--- config.mk ---
export PLATFORM = sky130hd
export DESIGN_NAME = imem_fetch_responder_flat
export DESIGN_NICKNAME = d
export VERILOG_FILES = /design/src/rtl/imem_fetch_responder_pkg.sv /design/src/rtl/imem_fetch_responder_if.sv /design/src/rtl/imem_fetch_responder_buffer.sv /design/src/rtl/imem_fetch_responder.sv /design/src/flat_wrapper.sv
export SDC_FILE = /design/constraint.sdc
export NUM_CORES = 1
export LEC_CHECK = 0
export CORE_UTILIZATION = 49
export CTS_BUF_LIST = sky130_fd_sc_hd__clkbuf_4 sky130_fd_sc_hd__clkbuf_8
export CTS_CLUSTER_DIAMETER = 120
export CTS_CLUSTER_SIZE = 12
export DETAILED_ROUTE_END_ITERATION = 10
export PLACE_DENSITY = 0.95
export SLEW_MARGIN = 25
export SYNTH_ARGS = -nofsm -noshare
export SYNTH_HDL_FRONTEND = slang
export SYNTH_SLANG_ARGS = --single-unit
--- constraint.sdc ---
create_clock -name clock_i -period 3.1 [get_ports clock_i]
set_clock_uncertainty 0.15 [all_clocks]
set_input_delay 0.465 -clock clock_i [delete_from_list [all_inputs] [get_ports clock_i]]
set_output_delay 0.465 -clock clock_i [all_outputs]
set_load 0.01 [all_outputs]
--- src/rtl/imem_fetch_responder_pkg.sv ---
// imem_pkg: shared types and constants for the instruction fetch responder.
// Optional feature macro used by the slice: IMEM_NEXT_PACKET_PREFETCH_EN.
package imem_pkg;

  localparam int PKT_W          = 64;
  localparam int WORD_W         = 32;
  localparam int DEFAULT_MEM_AW = 8;

  // PRE0/PRE1 are only reachable when next-packet prefetch is built in.
  typedef enum logic [2:0] {
    IDLE   = 3'd0,
    FETCH0 = 3'd1,
    FETCH1 = 3'd2,
    PRE0   = 3'd3,
    PRE1   = 3'd4
  } fetch_state_e;

endpackage

--- src/rtl/imem_fetch_responder_if.sv ---
// Bus bundle for imem_fetch_responder: F2 fetch port, backing-memory port and
// a debug view of the fill FSM state.
//
// Memory handshake: the responder raises mem_req_o with mem_addr_o and holds
// both unchanged until a cycle in which mem_ack_i is high; that cycle
// transfers mem_rdata_i and retires the request. Only one request is ever
// outstanding, and mem_ack_i is ignored whenever mem_req_o is low.
interface imem_fetch_responder_if #(
  parameter int MEM_AW = imem_pkg::DEFAULT_MEM_AW
);
  import imem_pkg::*;

  logic [MEM_AW+1:0] iaddr_i;
  logic [PKT_W-1:0]  idata_o;
  logic              f2_stall_o;
  logic              mem_req_o;
  logic [MEM_AW-1:0] mem_addr_o;
  logic              mem_ack_i;
  logic [WORD_W-1:0] mem_rdata_i;
  fetch_state_e      dbg_state;

  modport slave (
    input  iaddr_i, mem_ack_i, mem_rdata_i,
    output idata_o, f2_stall_o, mem_req_o, mem_addr_o, dbg_state
  );

  modport master (
    output iaddr_i, mem_ack_i, mem_rdata_i,
    input  idata_o, f2_stall_o, mem_req_o, mem_addr_o, dbg_state
  );

endinterface

--- src/rtl/imem_fetch_responder_buffer.sv ---
// fetch_packet_buffer: one valid/tag/64-bit packet entry with word-wise fill
// ports, a whole-entry copy port and a tag hit comparator.
module fetch_packet_buffer
  import imem_pkg::*;
#(
  parameter int AW = DEFAULT_MEM_AW
) (
  input  logic              clock_i,
  input  logic              reset_i,
  input  logic              clear_i,
  input  logic              hi_we_i,
  input  logic              lo_we_i,
  input  logic              copy_we_i,
  input  logic [WORD_W-1:0] word_i,
  input  logic [AW-1:0]     load_tag_i,
  input  logic [PKT_W-1:0]  copy_data_i,
  input  logic [AW-1:0]     lookup_tag_i,
  output logic              hit_o,
  output logic [PKT_W-1:0]  data_o
);

  logic          valid_q;
  logic [AW-1:0] tag_q;

  // Entry storage: the low word completes a fill and makes the entry valid.
  always_ff @(posedge clock_i) begin
    if (reset_i) begin
      valid_q <= 1'b0;
      tag_q   <= '0;
      data_o  <= '0;
    end else if (copy_we_i) begin
      valid_q <= 1'b1;
      tag_q   <= load_tag_i;
      data_o  <= copy_data_i;
    end else if (lo_we_i) begin
      valid_q             <= 1'b1;
      tag_q               <= load_tag_i;
      data_o[WORD_W-1:0]  <= word_i;
    end else begin
      if (hi_we_i) data_o[PKT_W-1:WORD_W] <= word_i;
      if (clear_i) valid_q <= 1'b0;
    end
  end

  // Hit compare against the requested packet's slot-0 word address.
  always_comb begin
    hit_o = valid_q && (tag_q == lookup_tag_i);
  end

endmodule

--- src/rtl/imem_fetch_responder.sv ---
// imem_fetch_responder: dual-word fetch packet responder backed by a 32-bit
// single-word instruction memory. Defining IMEM_NEXT_PACKET_PREFETCH_EN adds
// a second packet buffer that prefetches the next sequential packet.
module imem_fetch_responder
  import imem_pkg::*;
#(
  parameter int MEM_AW = DEFAULT_MEM_AW
) (
  input  logic                  clock_i,
  input  logic                  reset_i,
  imem_fetch_responder_if.slave bus
);

  fetch_state_e      state_q, state_d;
  logic [MEM_AW-1:0] fill_tag_q;
  logic              fill_tag_we;
  logic [MEM_AW-1:0] req_tag;
  logic              hit;

  logic              a_clear, a_hi_we, a_lo_we, a_copy_we, a_hit;
  logic [MEM_AW-1:0] a_load_tag;
  logic [PKT_W-1:0]  a_copy_data, a_data;

  // Byte-offset bits of the fetch address carry no information here.
  logic unused_iaddr_bits;
  assign unused_iaddr_bits = &{1'b0, bus.iaddr_i[1:0]};

  assign req_tag = bus.iaddr_i[MEM_AW+1:2];

  fetch_packet_buffer #(.AW(MEM_AW)) u_buf_a (
    .clock_i      (clock_i),
    .reset_i      (reset_i),
    .clear_i      (a_clear),
    .hi_we_i      (a_hi_we),
    .lo_we_i      (a_lo_we),
    .copy_we_i    (a_copy_we),
    .word_i       (bus.mem_rdata_i),
    .load_tag_i   (a_load_tag),
    .copy_data_i  (a_copy_data),
    .lookup_tag_i (req_tag),
    .hit_o        (a_hit),
    .data_o       (a_data)
  );

`ifdef IMEM_NEXT_PACKET_PREFETCH_EN
  logic              b_clear, b_hi_we, b_lo_we, b_hit;
  logic [PKT_W-1:0]  b_data;
  logic [MEM_AW-1:0] pre_tag_q, pre_tag_d;
  logic              pre_tag_we;

  fetch_packet_buffer #(.AW(MEM_AW)) u_buf_b (
    .clock_i      (clock_i),
    .reset_i      (reset_i),
    .clear_i      (b_clear),
    .hi_we_i      (b_hi_we),
    .lo_we_i      (b_lo_we),
    .copy_we_i    (1'b0),
    .word_i       (bus.mem_rdata_i),
    .load_tag_i   (pre_tag_q),
    .copy_data_i  ('0),
    .lookup_tag_i (req_tag),
    .hit_o        (b_hit),
    .data_o       (b_data)
  );

  // Prefetch target register; B's tag always equals it once B is valid.
  always_ff @(posedge clock_i) begin
    if (reset_i)         pre_tag_q <= '0;
    else if (pre_tag_we) pre_tag_q <= pre_tag_d;
  end

  // A hit in either buffer releases the stall; A wins if both match.
  always_comb begin
    hit          = a_hit || b_hit;
    bus.idata_o  = (b_hit && !a_hit) ? b_data : a_data;
    a_load_tag   = a_copy_we ? pre_tag_q : fill_tag_q;
    a_copy_data  = b_data;
  end
`else
  // Single buffer: the stall and packet come straight from A.
  always_comb begin
    hit          = a_hit;
    bus.idata_o  = a_data;
    a_load_tag   = fill_tag_q;
    a_copy_data  = '0;
  end
`endif

  assign bus.f2_stall_o = !hit;
  assign bus.dbg_state  = state_q;

  // State and demand-fill address registers.
  always_ff @(posedge clock_i) begin
    if (reset_i) begin
      state_q    <= IDLE;
      fill_tag_q <= '0;
    end else begin
      state_q <= state_d;
      if (fill_tag_we) fill_tag_q <= req_tag;
    end
  end

  // Next state and state-decoded memory request; ack never reaches req/addr.
  always_comb begin
    state_d        = state_q;
    bus.mem_req_o  = 1'b0;
    bus.mem_addr_o = '0;
    fill_tag_we    = 1'b0;
    a_clear        = 1'b0;
    a_hi_we        = 1'b0;
    a_lo_we        = 1'b0;
    a_copy_we      = 1'b0;
`ifdef IMEM_NEXT_PACKET_PREFETCH_EN
    b_clear        = 1'b0;
    b_hi_we        = 1'b0;
    b_lo_we        = 1'b0;
    pre_tag_we     = 1'b0;
    pre_tag_d      = pre_tag_q;
`endif
    case (state_q)
      IDLE: begin
`ifdef IMEM_NEXT_PACKET_PREFETCH_EN
        if (b_hit && !a_hit) begin
          // Promote B and chase the packet after it.
          a_copy_we  = 1'b1;
          b_clear    = 1'b1;
          pre_tag_we = 1'b1;
          pre_tag_d  = pre_tag_q + MEM_AW'(2);
          state_d    = PRE0;
        end else
`endif
        if (!hit) begin
          fill_tag_we = 1'b1;
          a_clear     = 1'b1;
          state_d     = FETCH0;
        end
      end
      FETCH0: begin
        bus.mem_req_o  = 1'b1;
        bus.mem_addr_o = fill_tag_q;
        if (bus.mem_ack_i) begin
          a_hi_we = 1'b1;
          state_d = FETCH1;
        end
      end
      FETCH1: begin
        bus.mem_req_o  = 1'b1;
        bus.mem_addr_o = fill_tag_q + MEM_AW'(1);
        if (bus.mem_ack_i) begin
          a_lo_we = 1'b1;
`ifdef IMEM_NEXT_PACKET_PREFETCH_EN
          b_clear    = 1'b1;
          pre_tag_we = 1'b1;
          pre_tag_d  = fill_tag_q + MEM_AW'(2);
          state_d    = PRE0;
`else
          state_d = IDLE;
`endif
        end
      end
`ifdef IMEM_NEXT_PACKET_PREFETCH_EN
      PRE0, PRE1: begin
        bus.mem_req_o  = 1'b1;
        bus.mem_addr_o = (state_q == PRE0) ? pre_tag_q : pre_tag_q + MEM_AW'(1);
        if (bus.mem_ack_i) begin
          if (!a_hit) begin
            // Demand miss: drop the prefetch (B stays invalid) and refill A.
            b_clear     = 1'b1;
            fill_tag_we = 1'b1;
            a_clear     = 1'b1;
            state_d     = FETCH0;
          end else if (state_q == PRE0) begin
            b_hi_we = 1'b1;
            state_d = PRE1;
          end else begin
            b_lo_we = 1'b1;
            state_d = IDLE;
          end
        end
      end
`endif
      default: state_d = IDLE;
    endcase
  end

endmodule

--- src/flat_wrapper.sv ---
// flat-port wrapper written by rule: the top's interface ports become plain ports
module imem_fetch_responder_flat import imem_pkg::*;
#(
  parameter int MEM_AW = DEFAULT_MEM_AW
)
  (clock_i, reset_i, bus_iaddr_i, bus_mem_ack_i, bus_mem_rdata_i, bus_idata_o, bus_f2_stall_o, bus_mem_req_o, bus_mem_addr_o, bus_dbg_state);
  imem_fetch_responder_if #(.MEM_AW(MEM_AW)) bus_i ();
  input  logic clock_i;
  input  logic reset_i;
  input wire logic [$bits(bus_i.iaddr_i)-1:0] bus_iaddr_i;
  input wire logic [$bits(bus_i.mem_ack_i)-1:0] bus_mem_ack_i;
  input wire logic [$bits(bus_i.mem_rdata_i)-1:0] bus_mem_rdata_i;
  output wire logic [$bits(bus_i.idata_o)-1:0] bus_idata_o;
  output wire logic [$bits(bus_i.f2_stall_o)-1:0] bus_f2_stall_o;
  output wire logic [$bits(bus_i.mem_req_o)-1:0] bus_mem_req_o;
  output wire logic [$bits(bus_i.mem_addr_o)-1:0] bus_mem_addr_o;
  output wire logic [$bits(bus_i.dbg_state)-1:0] bus_dbg_state;
  assign bus_i.iaddr_i = bus_iaddr_i;
  assign bus_i.mem_ack_i = bus_mem_ack_i;
  assign bus_i.mem_rdata_i = bus_mem_rdata_i;
  assign bus_idata_o = bus_i.idata_o;
  assign bus_f2_stall_o = bus_i.f2_stall_o;
  assign bus_mem_req_o = bus_i.mem_req_o;
  assign bus_mem_addr_o = bus_i.mem_addr_o;
  assign bus_dbg_state = bus_i.dbg_state;
  imem_fetch_responder #(.MEM_AW(MEM_AW)) u_core (.clock_i(clock_i), .reset_i(reset_i), .bus(bus_i));
endmodule
==> qor.yml <==
status: "finished, violations left"
violations: "DRC"
via_count: 3228
clkPwrFrac_pct: 28.9
pwr-share-comb_pct: 27.9
internal_power_uw: 2030
ios: 122
drive_above_1_share_pct: 5.67
drtIter0Drc: 177
gp_congestion: 0.845
worstSetupEndpointType: "output port"
wl_per_cell_um: 14.6
yosys.cell_types.count: 32
setup_viol: 0
tritoncts: "done"
synth_area_leaders: "dfxtp_1 (51%), nand2_1 (17%), a21oi_1 (12%)"
vdd_drop_max_mv: 0.348
cap_violations: 0
fmax_mhz: 341
final_area_mm2: 0.00474
yosys_warnings: 0
drt_first_pass_iters: 8
place.port_buffers: 118
start_util_pct: 51.1
cts_buffers: 9
die_w_um: 83.8
cts_root_buf: "clkbuf_8"
seqPwrFrac_pct: 43.2
synth_nets: 467
dieArea_mm2: 0.00703
grt_pass1_wl_mm: 14.6
antenna_found_initial: 0
period_share_pct: 94.5
post_dp_cell_area_mm2: 0.00450
relSlewSlack_pct: 60.2
worstSetupPathType: "flop to output port"
route.detailed.drc: 18
cts.clk_slew.worst_paths_ps: 80
synthCells: 416
routed_wirelength_mm: 8.84
tns_ps: 0
p_leak_uw: 0.00163
crit_fanout: 6
required_ps: 2480
fp-row-count: 29
route.antenna.remaining_nets: 0
holdWs_ps: 307
utilization_pct: 73.7
synth-seq-cells: 83
ctsHoldBuffers: 0
clock-sinks: 83
slew_viol_final: 0
rsz0062_at_grt: "false"
grt_max_degree: 54
synth_top_cell_area_share_pct: 50.6
hp-class: "flop to flop"
crit_arrival_ps: 2320
clk_path_buf_depth: 2
worst_skew_pair.late_latency_ps: 340
finalHoldViolations: 0
htreeDepth: 3
period_needed_ps: 2930
start_kind: "flop"
grt.total_usage_pct: 26.2
power_switching_share_pct: 30.7
cellPowerDensity_mw_per_mm2: 618
grt_pass1_vias: 3193
ys_seq_area_share_pct: 50.6
cts_setup_buffers: 0
area_growth_pct: 44.4
die_h_um: 83.8
p_sw_uw: 899
vias_per_cell: 5.33
synth_top_cell_by_area: "dfxtp_1"
grt.overflow.total: 0
hpwlAfterDp_mm: 6.16
tightest_slew_ps: 596
diodes: 0
nets: 575
total_power_uw: 2930
syn_avg_cell_area_um2: 7.89
netlist_area_mm2: 0.00328
core-area_mm2: 0.00642
cts_resized: 1
-- cells by family after synthesis --
family / Yosys count / synth area share (%)
AO/OA/AOI/OAI: 94 / 15.2
multiplexers: 11 / 3.36
AND/OR/NAND/NOR: 179 / 21.9
XOR/XNOR: 8 / 2.14
flip-flops: 83 / 50.6
other: 1 / 0.114
buffers and inverters: 34 / 4.39
adder cells (fa/ha/maj): 6 / 2.29
-- area by class of cell --
type | instances | area (µm²)
Fill cell | 471 | 1690
Sequential cell | 83 | 1660
Multi-Input combinational cell | 299 | 1490
Timing Repair Buffer | 126 | 1250
Clock buffer | 10 | 131
Tap cell | 77 | 96.3
Clock inverter | 6 | 90.1
Inverter | 5 | 18.8
-- power by group through the flow --
stage / Sequential, µW / Combinational (µW) / Clock, µW
2_1_floorplan: 1300 / 412 / 0
3_3_place_gp: 1270 / 780 / 0
3_5_place_dp: 1280 / 804 / 0
4_1_cts: 1260 / 812 / 866
5_1_grt: 1280 / 886 / 918
6_report: 1270 / 816 / 845
-- metrics by stage --
step | std cells | worst slack [ps]
floorplan | 416 | 1020
global placement | 590 | 232
detailed placement | 590 | 191
CTS | 606 | 64.2
global route | 606 | 21.0
finish | 606 | 169
-- sequential cells by signal, indices dropped and copies added (netlist names) --
signal                  count
u_core.u_buf_a.data_o      64
u_core.a_load_tag           8
u_core.u_buf_a.tag_q        8
u_core.bus.dbg_state        2
u_core.u_buf_a.valid_q      1
-- cell usage in the layout, fill, tap and decap left out, types with 5 or more instances in the layout --
| cell | instances |
|---|---|
| ha_1 | 5 |
| nor2_1 | 11 |
| dfxtp_1 | 82 |
| clkdlybuf4s50_1 | 117 |
| nand2_1 | 149 |
| buf_4 | 7 |
| clkbuf_8 | 9 |
| mux2i_1 | 11 |
| o21ai_0 | 6 |
| a21oi_1 | 79 |
| xnor2_1 | 8 |
-- Yosys cell counts --
library cell	number
nand2_1	149
dfxtp_1	83
a21oi_1	79
clkbuf_1	23
mux2i_1	11
nor2_1	11
xnor2_1	8
ha_1	6
o21ai_0	6
inv_1	5
buf_2	4
nand2b_1	4
nand3_1	4
a31oi_1	2
and3_1	2
nand4_1	2
nor3_1	2
a211oi_1	1
a21boi_0	1
a22oi_1	1
a311oi_1	1
a41oi_1	1
and2_1	1
buf_4	1
buf_6	1
conb_1	1
nand3b_1	1
nor4_1	1
o21a_1	1
o31ai_2	1
or3_2	1
or4b_1	1
-- routing by layer --
layer	vias to the layer above	track usage, %	part of all wire [%]
met5	-	0	0
met4	0	9.09	0.86
met3	6	7.12	6.8
met2	123	46.3	51
met1	1522	30.2	41
li1	1577	-	-
-- critical path, stage by stage, from the launching register on --
cell and delay (ps):
dfxtp_1 450, ha_1 250, nand2_1 100, or4b_1 480, a21oi_1 150, clkdlybuf4s50_1 540
-- final timing paths --
kind                            cells after the start                                endpoint                             startpoint  slack, ps
worst max-delay path                                5                       bus_mem_addr_o[4]      u_core.a_load_tag[1]$_SDFFE_PP0P_        170
worst min-delay path                                2   u_core.u_buf_a.data_o[2]$_SDFFE_PP0P_  u_core.u_buf_a.data_o[2]$_SDFFE_PP0P_        310
worst max register to register                      8  u_core.u_buf_a.data_o[55]$_SDFFE_PP0P_   u_core.bus.dbg_state[0]$_SDFFE_PP0P_        940
worst min register to register                      2   u_core.u_buf_a.data_o[2]$_SDFFE_PP0P_  u_core.u_buf_a.data_o[2]$_SDFFE_PP0P_        310
(Power assumes the default switching activity.)
